File: src/rtl/fifo_wr_arbiter_if.sv
// Producer handshakes and FIFO write port shared by fifo_wr_arbiter.
// master: producers/FIFO environment; slave: the arbiter.
interface fifo_wr_arbiter_if #(
    parameter int unsigned DW = 8
);
    logic          req0_valid;
    logic [DW-1:0] req0_data;
    logic          req0_ready;
    logic          req1_valid;
    logic [DW-1:0] req1_data;
    logic          req1_ready;
    logic          fifo_full;
    logic          fifo_wr_en;
    logic [DW-1:0] fifo_data_in;
    logic [1:0]    grant;

    modport master (
        output req0_valid, req0_data, req1_valid, req1_data, fifo_full,
        input  req0_ready, req1_ready, fifo_wr_en, fifo_data_in, grant
    );

    modport slave (
        input  req0_valid, req0_data, req1_valid, req1_data, fifo_full,
        output req0_ready, req1_ready, fifo_wr_en, fifo_data_in, grant
    );
endinterface

File: src/rtl/fifo_wr_arbiter.sv
// Round-robin burst arbiter sharing one FIFO write port between two producers.
// Define FIFO_ARB_STATS_EN to add per-port 16-bit transfer counters wcnt0/wcnt1.
module fifo_wr_arbiter #(
    parameter int unsigned DW        = 8,
    parameter int unsigned BURST_LEN = 4
) (
    input  logic               clk,
    input  logic               reset_n,
    fifo_wr_arbiter_if.slave   bus
`ifdef FIFO_ARB_STATS_EN
    ,
    output logic [15:0]        wcnt0,
    output logic [15:0]        wcnt1
`endif
);

    localparam int unsigned CW = $clog2(BURST_LEN + 1);
    localparam logic [CW-1:0] BL = CW'(BURST_LEN);

    typedef enum logic [1:0] {
        IDLE = 2'd0,
        GNT0 = 2'd1,
        GNT1 = 2'd2
    } state_t;

    state_t        state, state_nxt;
    logic          last, last_nxt;
    logic [CW-1:0] bcnt, bcnt_nxt;

    logic          sel;
    logic          own_v;
    logic          oth_v;
    logic [DW-1:0] own_d;
    logic [DW-1:0] data_c;
    logic          xfer_c;
    logic          burst_done;
    logic [CW-1:0] bcnt_inc;

    // State, last-served port and burst count
    always_ff @(posedge clk or negedge reset_n) begin
        if (!reset_n) begin
            state <= IDLE;
            last  <= 1'b1;
            bcnt  <= '0;
        end else begin
            state <= state_nxt;
            last  <= last_nxt;
            bcnt  <= bcnt_nxt;
        end
    end

    // Owner-relative view of the two ports while granted
    assign sel      = (state == GNT1);
    assign own_v    = sel ? bus.req1_valid : bus.req0_valid;
    assign oth_v    = sel ? bus.req0_valid : bus.req1_valid;
    assign own_d    = sel ? bus.req1_data  : bus.req0_data;
    assign bcnt_inc = bcnt + CW'(1);

    // Next-state and combinational port outputs
    always_comb begin
        state_nxt      = state;
        last_nxt       = last;
        bcnt_nxt       = bcnt;
        bus.req0_ready = 1'b0;
        bus.req1_ready = 1'b0;
        bus.grant      = 2'b00;
        data_c         = '0;
        xfer_c         = 1'b0;
        burst_done     = 1'b0;

        case (state)
            IDLE: begin
                // Both valid: serve the port that was not served last
                if (bus.req0_valid && (!bus.req1_valid || last)) begin
                    state_nxt = GNT0;
                    last_nxt  = 1'b0;
                    bcnt_nxt  = '0;
                end else if (bus.req1_valid) begin
                    state_nxt = GNT1;
                    last_nxt  = 1'b1;
                    bcnt_nxt  = '0;
                end
            end
            GNT0, GNT1: begin
                bus.req0_ready = !sel && !bus.fifo_full;
                bus.req1_ready =  sel && !bus.fifo_full;
                bus.grant      = sel ? 2'b10 : 2'b01;
                data_c         = own_d;
                xfer_c         = own_v && !bus.fifo_full;
                burst_done     = xfer_c && (bcnt_inc == BL);

                // A full FIFO with valid held keeps everything frozen
                if (!own_v || burst_done) begin
                    bcnt_nxt = '0;
                    if (oth_v) begin
                        state_nxt = sel ? GNT0 : GNT1;
                        last_nxt  = !sel;
                    end else if (!own_v) begin
                        state_nxt = IDLE;
                    end
                end else if (xfer_c) begin
                    bcnt_nxt = bcnt_inc;
                end
            end
            default: begin
                state_nxt = IDLE;
            end
        endcase
    end

    assign bus.fifo_wr_en   = xfer_c;
    assign bus.fifo_data_in = data_c;

`ifdef FIFO_ARB_STATS_EN
    // Per-port accepted-word counters, wrapping modulo 2^16
    always_ff @(posedge clk or negedge reset_n) begin
        if (!reset_n) begin
            wcnt0 <= '0;
            wcnt1 <= '0;
        end else begin
            wcnt0 <= wcnt0 + 16'(bus.req0_valid && bus.req0_ready);
            wcnt1 <= wcnt1 + 16'(bus.req1_valid && bus.req1_ready);
        end
    end
`endif

endmodule

File: src/flat_wrapper.sv
// flat-port wrapper written by rule: the top's interface ports become plain ports
module fifo_wr_arbiter_flat 
#(
    parameter int unsigned DW        = 8,
    parameter int unsigned BURST_LEN = 4
)
  (clk, reset_n, bus_req0_valid, bus_req0_data, bus_req1_valid, bus_req1_data, bus_fifo_full, bus_req0_ready, bus_req1_ready, bus_fifo_wr_en, bus_fifo_data_in, bus_grant);
  fifo_wr_arbiter_if #(.DW(DW)) bus_i ();
  input  logic clk;
  input  logic reset_n;
  input wire logic [$bits(bus_i.req0_valid)-1:0] bus_req0_valid;
  input wire logic [$bits(bus_i.req0_data)-1:0] bus_req0_data;
  input wire logic [$bits(bus_i.req1_valid)-1:0] bus_req1_valid;
  input wire logic [$bits(bus_i.req1_data)-1:0] bus_req1_data;
  input wire logic [$bits(bus_i.fifo_full)-1:0] bus_fifo_full;
  output wire logic [$bits(bus_i.req0_ready)-1:0] bus_req0_ready;
  output wire logic [$bits(bus_i.req1_ready)-1:0] bus_req1_ready;
  output wire logic [$bits(bus_i.fifo_wr_en)-1:0] bus_fifo_wr_en;
  output wire logic [$bits(bus_i.fifo_data_in)-1:0] bus_fifo_data_in;
  output wire logic [$bits(bus_i.grant)-1:0] bus_grant;
  assign bus_i.req0_valid = bus_req0_valid;
  assign bus_i.req0_data = bus_req0_data;
  assign bus_i.req1_valid = bus_req1_valid;
  assign bus_i.req1_data = bus_req1_data;
  assign bus_i.fifo_full = bus_fifo_full;
  assign bus_req0_ready = bus_i.req0_ready;
  assign bus_req1_ready = bus_i.req1_ready;
  assign bus_fifo_wr_en = bus_i.fifo_wr_en;
  assign bus_fifo_data_in = bus_i.fifo_data_in;
  assign bus_grant = bus_i.grant;
  fifo_wr_arbiter #(.DW(DW), .BURST_LEN(BURST_LEN)) u_core (.clk(clk), .reset_n(reset_n), .bus(bus_i));
endmodule
File: config.mk
export PLATFORM = sky130hd
export DESIGN_NAME = fifo_wr_arbiter_flat
export DESIGN_NICKNAME = d
export VERILOG_FILES = /design/src/rtl/fifo_wr_arbiter_if.sv /design/src/rtl/fifo_wr_arbiter.sv /design/src/flat_wrapper.sv
export SDC_FILE = /design/constraint.sdc
export NUM_CORES = 1
export LEC_CHECK = 0
export CAP_MARGIN = 0
export CORE_MARGIN = 5
export CORE_UTILIZATION = 30
export DETAILED_ROUTE_END_ITERATION = 12
export DONT_BUFFER_PORTS = 1
export SLEW_MARGIN = 20
export SYNTH_ARGS = -nofsm -noshare
export SYNTH_HDL_FRONTEND = slang
export SYNTH_SLANG_ARGS = --single-unit
export TNS_END_PERCENT = 1
File: constraint.sdc
create_clock -name clk -period 4.2 [get_ports clk]
set_input_delay 0.42 -clock clk [delete_from_list [all_inputs] [get_ports clk]]
set_output_delay 0.42 -clock clk [all_outputs]
set_load 0.02 [all_outputs]
==> flow_summary_export.csv <==
group,metric,value,unit
grt,grt_max_degree,18,
floorplanning,rows,17,
placement,port_buffers,0,
logic_synthesis,ys_seq_area_share,22.8,%
timing,finalMaxSlewViolations,0,
grt,use_met1,9.45,%
timing,tightest_slew,0.718,ns
route,wl,1390,um
route,drt-wirelength-per-cell,13.4,um
route,route.detailed.drc,0,
final_layout,nets,105,
route,detail-route-antenna-nets,0,
setup_path,crit_arrival,2.04,ns
logic_synthesis,synth-edff-count,0,
final_layout,fillers,239,
setup_path,required,3.78,ns
grt,grtUsageTotal,8.65,%
logic_synthesis,synthFlopType,"dfrtp_1",
outcome,status,"finished, final reports clean",
power,max-vdd-ir-drop,0.000360,V
timing,fmax,406,MHz
logic_synthesis,synth.top_cell.area_share,18.9,%
logic_synthesis,ys_ff_latch,6,
final_layout,regArea,151,um^2
setup_path,cp-start-kind,"register",
logic_synthesis,async_flop_share,100,%
setup_path,worstPathCellList,"inv_1 -> ha_1 -> mux2_4 -> nand2_2 -> nor2_1",
logic_synthesis,yosysUniqueCellTypes,28,
run,maxCapViolCount,0,
floorplanning,start_util,30.6,%
placement,dp_hpwl,1080,um
placement,dp.cells,99,
setup_path,slowest_delay,0.63,ns
timing,finalClockSkew,0.00789,ns
clock_tree,path_clk_slew,0.04,ns
grt,grt_pass1_vias,546,
logic_synthesis,yosys-top-cells-area,"dfrtp_1 (19%), mux2i_1 (15%), ha_1 (13%)",
timing,min_period,2.46,ns
timing,rsz0062_at_grt,"false",
clock_tree,tritoncts,"done",
setup_path,crit_type,"reg2out",
route,num_vias,522,
timing,finalSetupViolCount,0,
route,vias_per_cell,5.02,
logic_synthesis,synth_nets,104,
final_layout,syn_to_final_growth,6.42,%
logic_synthesis,synthesis.area,663,um^2
grt,grt-busiest-layer,"met2",
clock_tree,clock_latency,0.24,ns
route,drtIter0Drc,8,
timing,tns,0,ns
placement,gp_congestion,0.815,
floorplanning,die_w,57.0,um
floorplanning,io_pins,34,
final_layout,fin_cells,104,
route,first_pass_iters,4,
grt,antenna_found_initial,0,
floorplanning,core-area,2170,um^2
grt,met3_usage,1.58,%
timing,slew_headroom,52.1,%
final_layout,diodes,0,
worst_hold_path,worstHoldPathType,"in2async",
clock_tree,cts_sinks,6,
setup_path,cp_max_fo,17,
clock_tree,clk_root_buffer_cell,"clkbuf_4",
floorplanning,dieArea,3250,um^2
setup_path,end_kind,"output pin",
logic_synthesis,synthMostInstantiatedCell,"nor2b_1",
timing,hold_viol_final,0,
logic_synthesis,yosysTopAreaCell,"dfrtp_1",
grt,overflow,0,
power,power.density,758,nW/um^2
power,fin_total_pwr,535,uW
setup_path,crit_slowest_cell,"ha_1",
grt,groute.layer.met2.usage,15.8,%
grt,grt_pass1_wl,2300,um
logic_synthesis,syn_inst,76,
floorplanning,die_h,57.0,um
logic_synthesis,avgSynthCellArea,8.73,um^2
clock_tree,cts-resized-gates,0,
timing,period_share,58.7,%
clock_tree,cts_buffers,3,
logic_synthesis,synthTopCellsByCount,"nor2b_1 (11), mux2i_1 (10), ha_1 (7), inv_1 (7), dfrtp_1 (5)",
final_layout,drive_gt1_share,13.2,%
clock_tree,cts_max_path_buffers,2,
logic_synthesis,yosys_warnings,0,
final_layout,multiInputGateArea,457,um^2
clock_tree,htree_levels,1,
power,power.leakage,0.000309,uW
==> through the flow <==
| stage | instance area (um^2) | hold slack, ns | setup WS, ns | util, % |
|---|---|---|---|---|
| after floorplan | 663 | 0.124 | 2.16 | - |
| after global placement | 669 | 0.125 | 1.97 | 30.9 |
| after detailed placement | 669 | 0.125 | 1.93 | 30.9 |
| after CTS | 706 | 0.0201 | 1.70 | 32.5 |
| after global routing | 706 | 0.0108 | 1.57 | 32.5 |
| final | 706 | 0.0306 | 1.74 | 32.5 |
==> cells in the final DEF, fill, tap and decap left out, types with 2 or more instances in the layout <==
cell type and count:
nor2_1 2, nand2_1 4, o21ai_0 2, nor3b_1 2
ha_1 7, mux2_2 2, inv_1 7, a21oi_1 3
mux2i_1 10, o22ai_1 2, nand3b_1 2, clkbuf_4 3
dfrtp_1 5, nor2b_1 11
==> critical path, delay by kind of cell (launching register included) <==
family / cells / cell delay, ns
adders and majority gates: 1 / 0.63
buffers and inverters: 1 / 0.11
DFF: 1 / 0.40
muxes: 1 / 0.29
and+or+nand+nor: 2 / 0.37
==> flip-flops by register name, summed over array words and instances (netlist names) <==
name          flops
u_core.state      2
u_core.last       1
u_core.bcnt       3
==> power by group <==
| part | switching [uW] | internal [uW] |
|---|---|---|
| Sequential | 15.3 | 80.6 |
| Combinational | 234 | 151 |
| Clock | 18.7 | 35.8 |
==> per-layer routing <==
layer / share of wire [%] / wire length, um
met1: 41 / 568
met2: 50 / 695
met3: 9.3 / 130
met4: 0 / 0
met5: 0 / 0
==> path summary, 6_finish.rpt <==
| path | startpoint | end | slack (ns) | cells past startpoint |
|---|---|---|---|---|
| min | reset_n | u_core.last | 0.03 | 0 |
| min reg2reg | u_core.bcnt[0] | u_core.bcnt[0] | 0.48 | 1 |
| max in group asynchronous | reset_n | u_core.state[1] | 3.53 | 1 |
| min in group clk | bus_fifo_full | u_core.bcnt[0] | 0.39 | 2 |
| max reg2reg | u_core.state[0] | u_core.bcnt[2] | 1.95 | 6 |
| max | u_core.state[0] | bus_fifo_wr_en | 1.74 | 5 |
==> final cells by class <==
cell class,instances,share of cell area (%)
flip-flops and latches,6,21.5
repair buffers,1,1.42
inverters,7,3.72
multi-input cells,58,64.7
well taps,28,4.96
clock buffers,4,3.72
==> cell families (layout without fill, tap and decap cells) <==
family	Yosys count	in the layout	synth area share, %
compound gates	11	11	10.6
fa+ha+maj	7	7	13.2
buf+inv	12	12	8.30
flops	6	6	22.8
mux	13	13	20.8
simple gates	27	27	24.3
==> repair_timing <==
action,CTS,global route
hold endpoints to repair,5,0
hold buffers,1,0
setup endpoints to repair,0,0
buffers inserted,0,0
No activity file was read; power rests on OpenSTA's default activity.
